--- config.mk ---
export PLATFORM = sky130hd
export DESIGN_NAME = riscv_instr_sequencer
export DESIGN_NICKNAME = d
export VERILOG_FILES = /design/src/rtl/riscv_instr_sequencer.sv
export SDC_FILE = /design/constraint.sdc
export NUM_CORES = 1
export LEC_CHECK = 0
export ABC_CLOCK_PERIOD_IN_PS = 8520
export CAP_MARGIN = 30
export CELL_PAD_IN_SITES_DETAIL_PLACEMENT = 0
export CELL_PAD_IN_SITES_GLOBAL_PLACEMENT = 1
export CORE_MARGIN = 2
export CORE_UTILIZATION = 37
export DETAILED_ROUTE_END_ITERATION = 16
export HOLD_SLACK_MARGIN = 0.06
export PLACE_DENSITY = 0.58
export SLEW_MARGIN = 20
export SYNTH_ARGS = -nofsm -noshare
export SYNTH_HDL_FRONTEND = slang
export SYNTH_SLANG_ARGS = --single-unit
export TNS_END_PERCENT = 30
--- constraint.sdc ---
create_clock -name clk -period 8.52 [get_ports clk]
set_input_delay 0.852 -clock clk [delete_from_list [all_inputs] [get_ports clk]]
set_output_delay 0.852 -clock clk [all_outputs]
set_load 0.005 [all_outputs]
--- src/rtl/riscv_instr_sequencer.sv ---
// Program-driven instruction sequencer: issues stored instructions and checks rd.
// Optional STOP_ON_FAIL_EN macro ends the run at the first checked mismatch.
module riscv_instr_sequencer #(
  parameter int WIDTH = 32,
  parameter int DEPTH = 16,
  parameter int LAT = 1,
  parameter logic [WIDTH-1:0] NOP_INSTR = 32'h00000013,
  localparam int AW = $clog2(DEPTH)
) (
  input  logic             clk,
  input  logic             rst,
  input  logic             load_we,
  input  logic [AW-1:0]    load_idx,
  input  logic [WIDTH-1:0] load_instr,
  input  logic [WIDTH-1:0] load_exp,
  input  logic             load_chk,
  input  logic [AW:0]      prog_len,
  input  logic             start,
  output logic [WIDTH-1:0] instr,
  output logic             instr_vld,
  input  logic [WIDTH-1:0] rd,
  output logic             busy,
  output logic             done,
  output logic [AW:0]      pass_cnt,
  output logic [AW:0]      fail_cnt,
  output logic             first_fail_vld,
  output logic [AW-1:0]    first_fail_idx
);

  localparam int WW = $clog2(LAT + 1);
  localparam logic [WW-1:0] LAT_W = WW'(LAT);
  localparam logic [WW-1:0] W_ONE = WW'(1);
  localparam logic [AW:0] DEPTH_W = (AW + 1)'(DEPTH);
  localparam logic [AW:0] ONE = (AW + 1)'(1);
  localparam logic [AW-1:0] I_ONE = AW'(1);

  typedef enum logic [1:0] {
    S_IDLE,
    S_ISSUE,
    S_WAIT,
    S_DONE
  } state_t;

  state_t state, state_n;

  logic [WIDTH-1:0] mem_instr [DEPTH];
  logic [WIDTH-1:0] mem_exp [DEPTH];
  logic             mem_chk [DEPTH];

  logic [AW-1:0] idx, idx_n;
  logic [AW:0]   len, len_n;
  logic [WW-1:0] wcnt, wcnt_n;
  logic [AW:0]   pass_n, fail_n;
  logic          ffv_n;
  logic [AW-1:0] ffi_n;
  logic          idle;
  logic          mis;
  logic          stop;

  assign idle = (state == S_IDLE) || (state == S_DONE);

  assign instr     = (state == S_ISSUE) ? mem_instr[idx] : NOP_INSTR;
  assign instr_vld = (state == S_ISSUE);
  assign busy      = (state == S_ISSUE) || (state == S_WAIT);
  assign done      = (state == S_DONE);

  // Program memory: writable only while no run is active, never reset.
  always_ff @(posedge clk) begin
    if (load_we && idle) begin
      mem_instr[load_idx] <= load_instr;
      mem_exp[load_idx]   <= load_exp;
      mem_chk[load_idx]   <= load_chk;
    end
  end

  // Run control and result bookkeeping registers.
  always_ff @(posedge clk or negedge rst) begin
    if (!rst) begin
      state          <= S_IDLE;
      idx            <= '0;
      len            <= '0;
      wcnt           <= '0;
      pass_cnt       <= '0;
      fail_cnt       <= '0;
      first_fail_vld <= 1'b0;
      first_fail_idx <= '0;
    end else begin
      state          <= state_n;
      idx            <= idx_n;
      len            <= len_n;
      wcnt           <= wcnt_n;
      pass_cnt       <= pass_n;
      fail_cnt       <= fail_n;
      first_fail_vld <= ffv_n;
      first_fail_idx <= ffi_n;
    end
  end

  // Next-state: start/issue/wait sequencing and rd comparison.
  always_comb begin
    state_n = state;
    idx_n   = idx;
    len_n   = len;
    wcnt_n  = wcnt;
    pass_n  = pass_cnt;
    fail_n  = fail_cnt;
    ffv_n   = first_fail_vld;
    ffi_n   = first_fail_idx;
    mis     = 1'b0;
    stop    = 1'b0;
    unique case (state)
      S_IDLE, S_DONE: begin
        if (start) begin
          pass_n  = '0;
          fail_n  = '0;
          ffv_n   = 1'b0;
          ffi_n   = '0;
          idx_n   = '0;
          len_n   = (prog_len > DEPTH_W) ? DEPTH_W : prog_len;
          state_n = (prog_len == '0) ? S_DONE : S_ISSUE;
        end
      end
      S_ISSUE: begin
        wcnt_n  = LAT_W;
        state_n = S_WAIT;
      end
      S_WAIT: begin
        if (wcnt == W_ONE) begin
          mis = mem_chk[idx] && (rd != mem_exp[idx]);
          if (mem_chk[idx]) begin
            if (mis) begin
              fail_n = fail_cnt + ONE;
              if (!first_fail_vld) begin
                ffv_n = 1'b1;
                ffi_n = idx;
              end
            end else begin
              pass_n = pass_cnt + ONE;
            end
          end
          stop = ({1'b0, idx} == (len - ONE));
`ifdef STOP_ON_FAIL_EN
          stop = stop || mis;
`endif
          if (stop) begin
            state_n = S_DONE;
          end else begin
            idx_n   = idx + I_ONE;
            state_n = S_ISSUE;
          end
        end else begin
          wcnt_n = wcnt - W_ONE;
        end
      end
      default: state_n = S_IDLE;
    endcase
  end

endmodule

==> impl_metrics.yaml <==
status:
  status: "finished clean"
min_path:
  whs_endpoint: "wcnt"
  whs_path_depth: 2
  min_path_type: "register to register"
  min-delay-start: "wcnt"
synthesis:
  synth_warnings: 0
  async_flop_share_pct: 2.53
  synth_edf_count: 1040
  synth_top_cells_by_count: "edfxtp_1 (1040), mux4_2 (237), mux2i_1 (118)"
  synth_seq_cells: 1067
  synth_fp_nets: 2115
  yosysMostFrequentCell: "edfxtp_1"
  yosysTopAreaCell: "edfxtp_1"
  syn_inst: 1997
  syn_area_um2: 42100
  synth_area_leaders: "edfxtp_1 (74%), mux4_2 (13%), mux2i_1 (2.8%)"
  netlist-cell-type-count: 74
  synth_top_area_share_pct: 74.1
  synth-main-ff-cell: "edfxtp_1"
  avgSynthCellArea_um2: 21.1
  synth.yosys.seq_area_share_pct: 75.7
place:
  dpl.hpwl_mm: 61.0
  place_area_um2: 45800
  port_buffers: 159
  place.gp.congestion: 0.797
global_routing:
  antenna_found_initial: 15
  overflow: 0
  use_met1_pct: 25.9
  grt.met3_usage_pct: 3.79
  track_usage_pct: 18.5
  grt_pass1_wl_mm: 155
  grt_start_max_net_pins: 69
  grt_pass1_vias: 21800
  use_met2_pct: 29.6
  busiest_layer: "met2"
clock_tree:
  postCtsSetupBuffers: 0
  cts_resized: 0
  cts_sinks: 1067
  clockRootBuffer: "clkbuf_16"
  cts_tree: "built"
  cts-hold-fix-buffers: 0
  cts_inserted_buffers: 111
  clk_pin_slew_ns: 0.06
  clk_latency_ns: 0.69
  cts_max_path_buffers: 3
  h-tree-depth: 3
setup_path:
  path_buf_inv: 3
  cp.required_ns: 7.67
  crit_fanout: 68
  r2r_cells: 10
  worstSetupEndpointType: "output pin"
  crit_chain: "buf_12 -> buf_12 -> mux4_2 -> mux4_2 -> and2_1 -> clkdlybuf4s50_1"
  cp-start-kind: "register"
  cp_slowest_cell: "dfrtp_4"
  crit_type: "register to output pin"
  rrSetupSlack_ns: 3.35
  max_stage_delay_ns: 0.98
  r2r_end: "pass_cnt[2]"
  rr_startpoint: "idx[0]"
  arrival_ns: 4.66
  cp_top_family: "buffers and inverters"
sta:
  slew_viol_final: 0
  rsz0062_at_grt: "no"
  worst_clock_skew_ns: 0.0218
  setup_viol: 0
  period_share_pct: 64.6
  finalHoldViolCount: 0
  setup_tns_ns: 0
  fin_hold_ws_ns: 0.491
  layout_min_cycle_time_ns: 5.51
  fmax_ghz: 0.182
  tightest_slew_ns: 0.983
  max_slew_margin_pct: 34.5
drt:
  first_pass_iters: 5
  drt_iter0_drc: 2012
  drcViolationCount: 0
  viasPerCell: 5.42
  num_vias: 20700
  wl_per_cell_um: 28.2
  ant_nets: 0
  drt_wl_total_mm: 108
power:
  p_clk_share_pct: 37.3
  finalPower_uw: 12600
  intPower_uw: 9500
  sw_frac_of_total_pct: 24.3
  p_per_area_nw_per_um2: 255
  seqPwrFrac_pct: 47.9
  ir_drop_v: 0.000171
  p_comb_share_pct: 14.8
  power_switching_uw: 3060
  p_leak_uw: 0.0152
final_layout:
  stdcell_area_um2: 49300
  syn2layout_area_growth_pct: 17.0
  drive_gt1_share_pct: 21.3
  nets: 2350
  utilization_pct: 43.8
flow_run:
  max_cap_viol_count: 0
floorplanning:
  core_um2: 113000
  initial_core_util_pct: 37.4
  dieWidth_um: 341
  die_h_um: 341
  dieArea_um2: 117000
  rows: 123
  ioPinCount: 160
## per-layer routing
metal / wire length [um] / vias to the layer above / part of all wire [%]
met3: 5820 / 162 / 5.4
met4: 2490 / 16 / 2.3
li1: - / 8824 / -
met2: 51300 / 557 / 48
met1: 48000 / 11100 / 45
met5: 107 / - / 0.099
## sequential cells by signal, indices dropped and copies added, names as in the netlist
| name | cells |
|---|---|
| wcnt | 1 |
| mem_exp | 512 |
| state | 2 |
| mem_instr | 512 |
| first_fail_idx | 4 |
| mem_chk | 16 |
| pass_cnt | 5 |
| len | 5 |
| first_fail_vld | 1 |
| fail_cnt | 5 |
| idx | 4 |
## through the flow
step                setup WS [ns]  std cells
CTS                          2.88       3812
floorplan                    2.10       1997
global placement             3.21       3609
global route                 2.70       3816
detailed placement           3.34       3616
finish                       3.01       3816
## worst max-delay path by stage
stage               slack [ns]          end  cells after the start     start
floorplan                 2.10   mem_chk[0]                      6  state[0]
global placement          3.21  fail_cnt[0]                      9    idx[3]
detailed placement        3.34  pass_cnt[2]                     10    idx[0]
CTS                       2.88    instr[17]                      6    idx[0]
global route              2.70    instr[17]                      6    idx[0]
finish                    3.01    instr[17]                      6    idx[0]
## power by group through the flow
stage | clock network [uW] | registers, uW | logic [uW]
3_3_place_gp | 0 | 6120 | 1860
2_1_floorplan | 0 | 6080 | 1210
5_1_grt | 5010 | 6030 | 2010
6_report | 4680 | 6010 | 1860
3_5_place_dp | 0 | 6130 | 1890
4_1_cts | 4790 | 6020 | 1900
## logic make-up (layout without fill, tap and decap cells)
kind of cell	after synthesis	after routing	synth area share (%)
flops	1067	1067	75.7
mux	369	369	15.9
simple gates	233	233	2.91
compound gates	173	173	3.06
buf+inv	114	432	1.47
xor+xnor	33	33	0.686
fa+ha+maj	8	8	0.238
other cells	0	1	0
## placed cells by master (no fill, tap or decap), types with 8 or more instances in the layout
| cell type | netlist | final |
|---|---|---|
| edfxtp_1 | 1040 | 1040 |
| mux4_2 | 237 | 237 |
| clkdlybuf4s50_1 | 0 | 159 |
| mux2i_1 | 118 | 118 |
| clkbuf_16 | 0 | 113 |
| nand2_1 | 61 | 61 |
| buf_4 | 4 | 49 |
| and2_1 | 36 | 36 |
| a22oi_1 | 30 | 30 |
| a21oi_1 | 27 | 27 |
| clkbuf_1 | 39 | 27 |
| nor2_1 | 38 | 25 |
| o21ai_0 | 24 | 24 |
| dfrtp_1 | 27 | 23 |
| nand3_1 | 21 | 21 |
| clkinv_1 | 1 | 20 |
| nand2b_1 | 18 | 18 |
| xnor2_1 | 18 | 18 |
| clkinv_2 | 0 | 16 |
| inv_1 | 15 | 15 |
| xor2_1 | 15 | 15 |
| a221oi_1 | 13 | 13 |
| nor2_4 | 0 | 12 |
| mux2_2 | 12 | 12 |
| a22o_1 | 11 | 11 |
| and3_1 | 10 | 10 |
| bufinv_16 | 0 | 10 |
| o22ai_1 | 8 | 8 |
## cell type report
| type | instances | area (um^2) |
|---|---|---|
| clock inverters | 56 | 554 |
| flip-flops and latches | 1067 | 31900 |
| multi-input cells | 816 | 9740 |
| clock buffers | 140 | 2930 |
| fillers | 9657 | 63300 |
| inverters | 17 | 65.1 |
| well taps | 1500 | 1880 |
| diodes | 1 | 2.50 |
| repair buffers | 219 | 2220 |
## worst register-to-register path, cell delays in order (launching register included)
cell,delay (ns)
dfrtp_4,0.98
buf_4,0.64
nor2b_1,0.62
a22oi_1,0.23
a21o_1,0.23
a2111oi_4,0.45
a2bb2oi_1,0.13
or4_4,0.57
nor4_4,0.64
o21ai_2,0.18
a221o_1,0.38
Power figures use the tool's default switching activity.
